--- src/rtl/tinyalu_issuer.sv ---
// rtl/tinyalu_issuer.sv - command FIFO and start-hold sequencer in front of the tinyalu datapath
// Optional: TINYALU_ISSUER_DONE_CHECK_EN makes err latch when alu_done is low at capture.
module tinyalu_issuer #(
  parameter int DEPTH = 4
) (
  input  logic        clk,
  input  logic        reset_n,
  input  logic        cmd_valid_i,
  output logic        cmd_ready_o,
  input  logic [2:0]  cmd_op_i,
  input  logic [7:0]  cmd_a_i,
  input  logic [7:0]  cmd_b_i,
  output logic        alu_start_o,
  output logic [2:0]  alu_op_o,
  output logic [7:0]  alu_a_o,
  output logic [7:0]  alu_b_o,
  input  logic        alu_done_i,
  input  logic [15:0] alu_result_i,
  output logic        rsp_valid_o,
  input  logic        rsp_ready_i,
  output logic [2:0]  rsp_op_o,
  output logic [15:0] rsp_result_o,
  output logic        busy_o,
  output logic        err_o
);

  localparam int AW = (DEPTH > 1) ? $clog2(DEPTH) : 1;
  localparam logic [AW:0] FULL_CNT = (AW+1)'(DEPTH);

  typedef enum logic [1:0] {
    IDLE = 2'd0,
    RUN  = 2'd1,
    CAPT = 2'd2,
    RESP = 2'd3
  } state_t;

  logic [18:0]   mem_q [DEPTH];
  logic [AW-1:0] wr_ptr_q, wr_ptr_d;
  logic [AW-1:0] rd_ptr_q, rd_ptr_d;
  logic [AW:0]   count_q, count_d;

  state_t        state_q;
  logic [1:0]    run_cnt_q;
  logic          alu_start_q;
  logic [2:0]    alu_op_q;
  logic [7:0]    alu_a_q, alu_b_q;
  logic          rsp_valid_q;
  logic [2:0]    rsp_op_q;
  logic [15:0]   rsp_result_q;

  logic          full, empty, push, pop;
  logic [18:0]   head;
  logic [2:0]    head_op;
  logic [7:0]    head_a, head_b;
  logic          head_is_alu;

  assign full        = (count_q == FULL_CNT);
  assign empty       = (count_q == '0);
  // Ready is gated by reset_n so nothing is offered while the block is held in reset.
  assign cmd_ready_o = reset_n && !full;
  assign push        = cmd_valid_i && cmd_ready_o;
  assign pop         = (state_q == IDLE) && !empty;

  assign head        = mem_q[rd_ptr_q];
  assign head_op     = head[18:16];
  assign head_a      = head[15:8];
  assign head_b      = head[7:0];
  assign head_is_alu = (head_op >= 3'd1) && (head_op <= 3'd4);

  always_ff @(posedge clk) begin
    if (push) begin
      mem_q[wr_ptr_q] <= {cmd_op_i, cmd_a_i, cmd_b_i};
    end
  end

  always_comb begin
    wr_ptr_d = wr_ptr_q;
    rd_ptr_d = rd_ptr_q;
    count_d  = count_q;
    if (push) begin
      wr_ptr_d = wr_ptr_q + 1'b1;
    end
    if (pop) begin
      rd_ptr_d = rd_ptr_q + 1'b1;
    end
    case ({push, pop})
      2'b10:   count_d = count_q + 1'b1;
      2'b01:   count_d = count_q - 1'b1;
      default: count_d = count_q;
    endcase
  end

  always_ff @(posedge clk) begin
    if (!reset_n) begin
      wr_ptr_q <= '0;
      rd_ptr_q <= '0;
      count_q  <= '0;
    end else begin
      wr_ptr_q <= wr_ptr_d;
      rd_ptr_q <= rd_ptr_d;
      count_q  <= count_d;
    end
  end

  // ALU pins only change on a pop so the result mux stays stable through capture.
  always_ff @(posedge clk) begin
    if (!reset_n) begin
      state_q      <= IDLE;
      run_cnt_q    <= 2'd0;
      alu_start_q  <= 1'b0;
      alu_op_q     <= 3'd0;
      alu_a_q      <= 8'd0;
      alu_b_q      <= 8'd0;
      rsp_valid_q  <= 1'b0;
      rsp_op_q     <= 3'd0;
      rsp_result_q <= 16'd0;
    end else begin
      case (state_q)
        IDLE: begin
          if (!empty) begin
            rsp_op_q <= head_op;
            if (head_is_alu) begin
              alu_op_q    <= head_op;
              alu_a_q     <= head_a;
              alu_b_q     <= head_b;
              alu_start_q <= 1'b1;
              run_cnt_q   <= (head_op == 3'd4) ? 2'd3 : 2'd1;
              state_q     <= RUN;
            end else begin
              rsp_result_q <= 16'd0;
              rsp_valid_q  <= 1'b1;
              state_q      <= RESP;
            end
          end
        end
        RUN: begin
          run_cnt_q <= run_cnt_q - 2'd1;
          if (run_cnt_q == 2'd1) begin
            alu_start_q <= 1'b0;
            state_q     <= CAPT;
          end
        end
        CAPT: begin
          // add/and/xor only produce a meaningful low byte.
          rsp_result_q <= (alu_op_q == 3'd4) ? alu_result_i : {8'h00, alu_result_i[7:0]};
          rsp_valid_q  <= 1'b1;
          state_q      <= RESP;
        end
        RESP: begin
          if (rsp_ready_i) begin
            rsp_valid_q <= 1'b0;
            state_q     <= IDLE;
          end
        end
        default: state_q <= IDLE;
      endcase
    end
  end

`ifdef TINYALU_ISSUER_DONE_CHECK_EN
  logic err_q;

  always_ff @(posedge clk) begin
    if (!reset_n) begin
      err_q <= 1'b0;
    end else if ((state_q == CAPT) && !alu_done_i) begin
      err_q <= 1'b1;
    end
  end

  assign err_o = err_q;
`else
  logic unused_alu_done;

  assign unused_alu_done = alu_done_i;
  assign err_o           = 1'b0;
`endif

  assign alu_start_o  = alu_start_q;
  assign alu_op_o     = alu_op_q;
  assign alu_a_o      = alu_a_q;
  assign alu_b_o      = alu_b_q;
  assign rsp_valid_o  = rsp_valid_q;
  assign rsp_op_o     = rsp_op_q;
  assign rsp_result_o = rsp_result_q;
  assign busy_o       = (state_q != IDLE) || !empty;

endmodule

--- config.mk ---
export PLATFORM = sky130hd
export DESIGN_NAME = tinyalu_issuer
export DESIGN_NICKNAME = d
export VERILOG_FILES = /design/src/rtl/tinyalu_issuer.sv
export SDC_FILE = /design/constraint.sdc
export NUM_CORES = 1
export LEC_CHECK = 0
export BUFFER_PORTS_ARGS = -buffer_cell sky130_fd_sc_hd__clkbuf_2
export CORE_ASPECT_RATIO = 0.9
export CORE_MARGIN = 3
export CORE_UTILIZATION = 29
export DETAILED_ROUTE_END_ITERATION = 8
export PLACE_DENSITY = 0.59
export SYNTH_ARGS = -nofsm -noshare
export SYNTH_HDL_FRONTEND = slang
export SYNTH_SLANG_ARGS = --single-unit
--- constraint.sdc ---
create_clock -name clk -period 3.27 [get_ports clk]
set_input_delay 0.4905 -clock clk [delete_from_list [all_inputs] [get_ports clk]]
set_output_delay 0.4905 -clock clk [all_outputs]
set_load 0.005 [all_outputs]
==> out/summary.md <==
The run finished with clean final reports. Yosys attributes the largest share of cell area to edfxtp_1 44%, dfxtp_1 20%, mux4_2 6.1%. The most frequent cell after synthesis was nand2_1.

The run gives 0 as the number of max-slew violations in the final report. The first global-routing pass estimated 17.7 mm of wire. Summed over all nets, the half-perimeter wirelength after detailed placement is 7.14 mm. The flip-flop cell with the highest count after synthesis was edfxtp_1. Setup violations remaining at the end of the flow were counted as 0. The post-synthesis cell type count came out at 47.

The Yosys step of the flow raised 0 warnings. The worst path in the final design needs a cycle of 2480 ps, including I/O delays and setup. The number of clock sinks seen by CTS came out at 129.

The via count of the first global-routing pass is 3,291. Setup repair after global routing left no endpoint under its margin. The placeable core region is 0.0172 mm^2, and the die extent in y is 133 um. In the final routed layout, each cell accounts on average for 15.3 um.

On the final layout, the worst hold slack is 288 ps. The vias per cell is 4.50. The die is 147 um wide.

After synthesis, flip-flops and latches occupy 64.5% of the total area. For the fmax, the log shows 0.403 GHz. The area growth from synthesis to layout is 25.2%. The tools report the synthesized area as 0.00518 mm^2. Of all nets on the critical path, the largest fanout is 16. Data on the critical path is required at its endpoint by 3600 ps. edfxtp_1 takes more of the synthesized area than any other cell. In this run, CTS created clock tree buffers numbering 17.

For the final routed database, the setup TNS stands at 0 ps. The worst-case IR drop observed on VDD is 0.000487 V. The tools report the number of nets in the final layout as 520. For the number of inserted diodes, the log shows 0. Clock latency on the worst-skew pair, taken at its later pin, is 410 ps.

TritonCTS built the clock tree. Buffers inserted to repair hold after CTS numbered 0. During placement, the flow inserted port buffers numbering 80. In the synthesized netlist the async set-or-reset flop fraction comes to 0%. The floorplan has 45 rows.

The type of origin of the critical path is a flop. After synthesis, the mean cell area works out to 13.7 um^2. Clock transition at the registers of the reported paths: 60 ps. Entering global routing, the biggest net connects 36 pins. The detailed-routing iteration count for the pre-antenna-repair pass came out at 5. The static leakage is 0.00236 uW, and the final-report hold violation count is 0. The count of pins on the block boundary is 83, and the total congestion overflow after global routing is 0.

In this run the clock root is driven by a clkbuf_16. For the pin with the worst max-slew slack, the measured transition is 697 ps. In this run, synthesis produced a sequential element count of 129.

For this configuration, the core starts out at a cell density of 30.2%. In the global route stage, overall resource usage came out at 11.7%. Once the clock tree was built, the setup fixing pass inserted 0 buffers.

STA classifies the critical path endpoint as a flop. In the synthesized netlist, the number of instances is 378. The number of synthesized flops with an enable pin is 76, and the maximum clock path buffer count is 2. The worst path uses 75.8% of the clock period.

Synthesis produced a netlist with a net count of 430. The total power divided by cell area is 856 mW/mm^2. Of the cells placed in the final design, the portion with a size suffix greater than 1 is 31.6%. Once detail routing completed, the nets flagged for antenna violations numbered 0. The congestion estimate from routability-driven global placement came to 0.730. Between clock sinks in the finished design, the worst skew comes to 10.2 ps.

The commonest cells after synthesis are 80 x nand2_1, 76 x edfxtp_1, 53 x dfxtp_1. The max capacitance violation total came out at 0. At the worst endpoint, the arrival time is 2810 ps. The number of antenna violations at the first check in global routing is 0. In this run the worst hold path is classified as input pin to flop. Wires add up to 11.0 mm. The final route contains 3,221 vias.

The completed layout was analyzed and its total power is 5550 uW. The share of Yosys cell area claimed by the top area cell type is 44.1%. The run gives 0.0195 mm^2 as the area of the die. The logs give 53.6% for the worst relative slew slack and 0 for the post-CTS resize count. DRC violation count after routing: 0. The H-tree generated during clock tree synthesis spans 4 levels. For the initial detailed-routing violation count, the log shows 145.

The critical path is of the flop to flop type.
-- flip-flops by register name, summed over array words and instances, names as in the netlist, named ones only --
signal	cells
alu_a_o	8
run_cnt_q	2
alu_op_o	3
wr_ptr_q	2
rd_ptr_q	2
rsp_valid_o	1
rsp_result_o	16
alu_start_o	1
mem_q	76
count_q	3
state_q	2
rsp_op_o	3
alu_b_o	8
-- cell type report --
| class | count | area [um^2] |
|---|---|---|
| fill | 1627 | 10700 |
| sequential | 129 | 3340 |
| multi-input combinational | 214 | 1680 |
| timing repair buffer | 91 | 483 |
| clock buffer | 18 | 429 |
| tap | 235 | 294 |
| clock inverter | 14 | 203 |
| inverter | 15 | 56.3 |
-- placed cells by master, fill, tap and decap left out, drive strengths merged, types with 5 or more instances in the layout --
| master | n |
|---|---|
| o22ai | 10 |
| nand2 | 80 |
| mux4 | 19 |
| buf | 11 |
| inv | 18 |
| clkbuf | 98 |
| ha | 11 |
| a21oi | 24 |
| o21ai | 5 |
| and3 | 6 |
| dfxtp | 53 |
| mux2i | 9 |
| nor2 | 13 |
| edfxtp | 76 |
-- layer usage --
metal | routed length, um | vias to the layer above | part of all wire [%] | GRT usage [%]
li1 | - | 1558 | - | -
met1 | 5030 | 1567 | 46 | 14.8
met2 | 5270 | 86 | 48 | 18.9
met3 | 585 | 10 | 5.3 | 4.21
met4 | 93 | 0 | 0.85 | 3.61
met5 | 0 | - | 0 | 0
-- final timing paths --
| check | endpoint | depth (start not counted) | slack [ps] | start |
|---|---|---|---|---|
| min | mem_q[0][1] | 1 | 290 | cmd_b_i[1] |
| min reg2reg | alu_b_o[7] | 2 | 450 | alu_b_o[7] |
| max | rsp_result_o[14] | 5 | 790 | flop |
| max reg2reg | rsp_result_o[14] | 5 | 790 | flop |
-- worst max-delay path, stage by stage (launching register included) --
cell and delay (ps):
dfxtp_1 530, mux4_2 660, nor2_8 220, xnor2_1 180, o22ai_4 550, mux2i_1 250
-- power breakdown --
group	switching, uW	total [uW]	internal [uW]
Sequential	135	2060	1930
Combinational	832	1470	639
Clock	727	2020	1290
Total	1690	5550	3860
-- cells by family after synthesis --
family | Yosys count | share of synthesized area (%)
XOR/XNOR | 7 | 1.18
flip-flops | 129 | 64.5
multiplexers | 28 | 10.6
adder cells (fa/ha/maj) | 12 | 3.04
AO/OA/AOI/OAI | 51 | 7.51
AND/OR/NAND/NOR | 115 | 9.90
other | 1 | 0.0724
buffers and inverters | 35 | 3.14
-- stage by stage --
stage / setup WS, ps / instance area (um^2) / cells / util [%]
3_3_place_gp: 804 / 5850 / 684 / 34.1
2_1_floorplan: 1040 / 5180 / 378 / -
4_1_cts: 738 / 6490 / 716 / 37.8
3_5_place_dp: 739 / 5850 / 684 / 34.1
5_1_grt: 571 / 6490 / 716 / 37.8
6_report: 791 / 6490 / 716 / 37.8
Power figures use the tool's default switching activity.
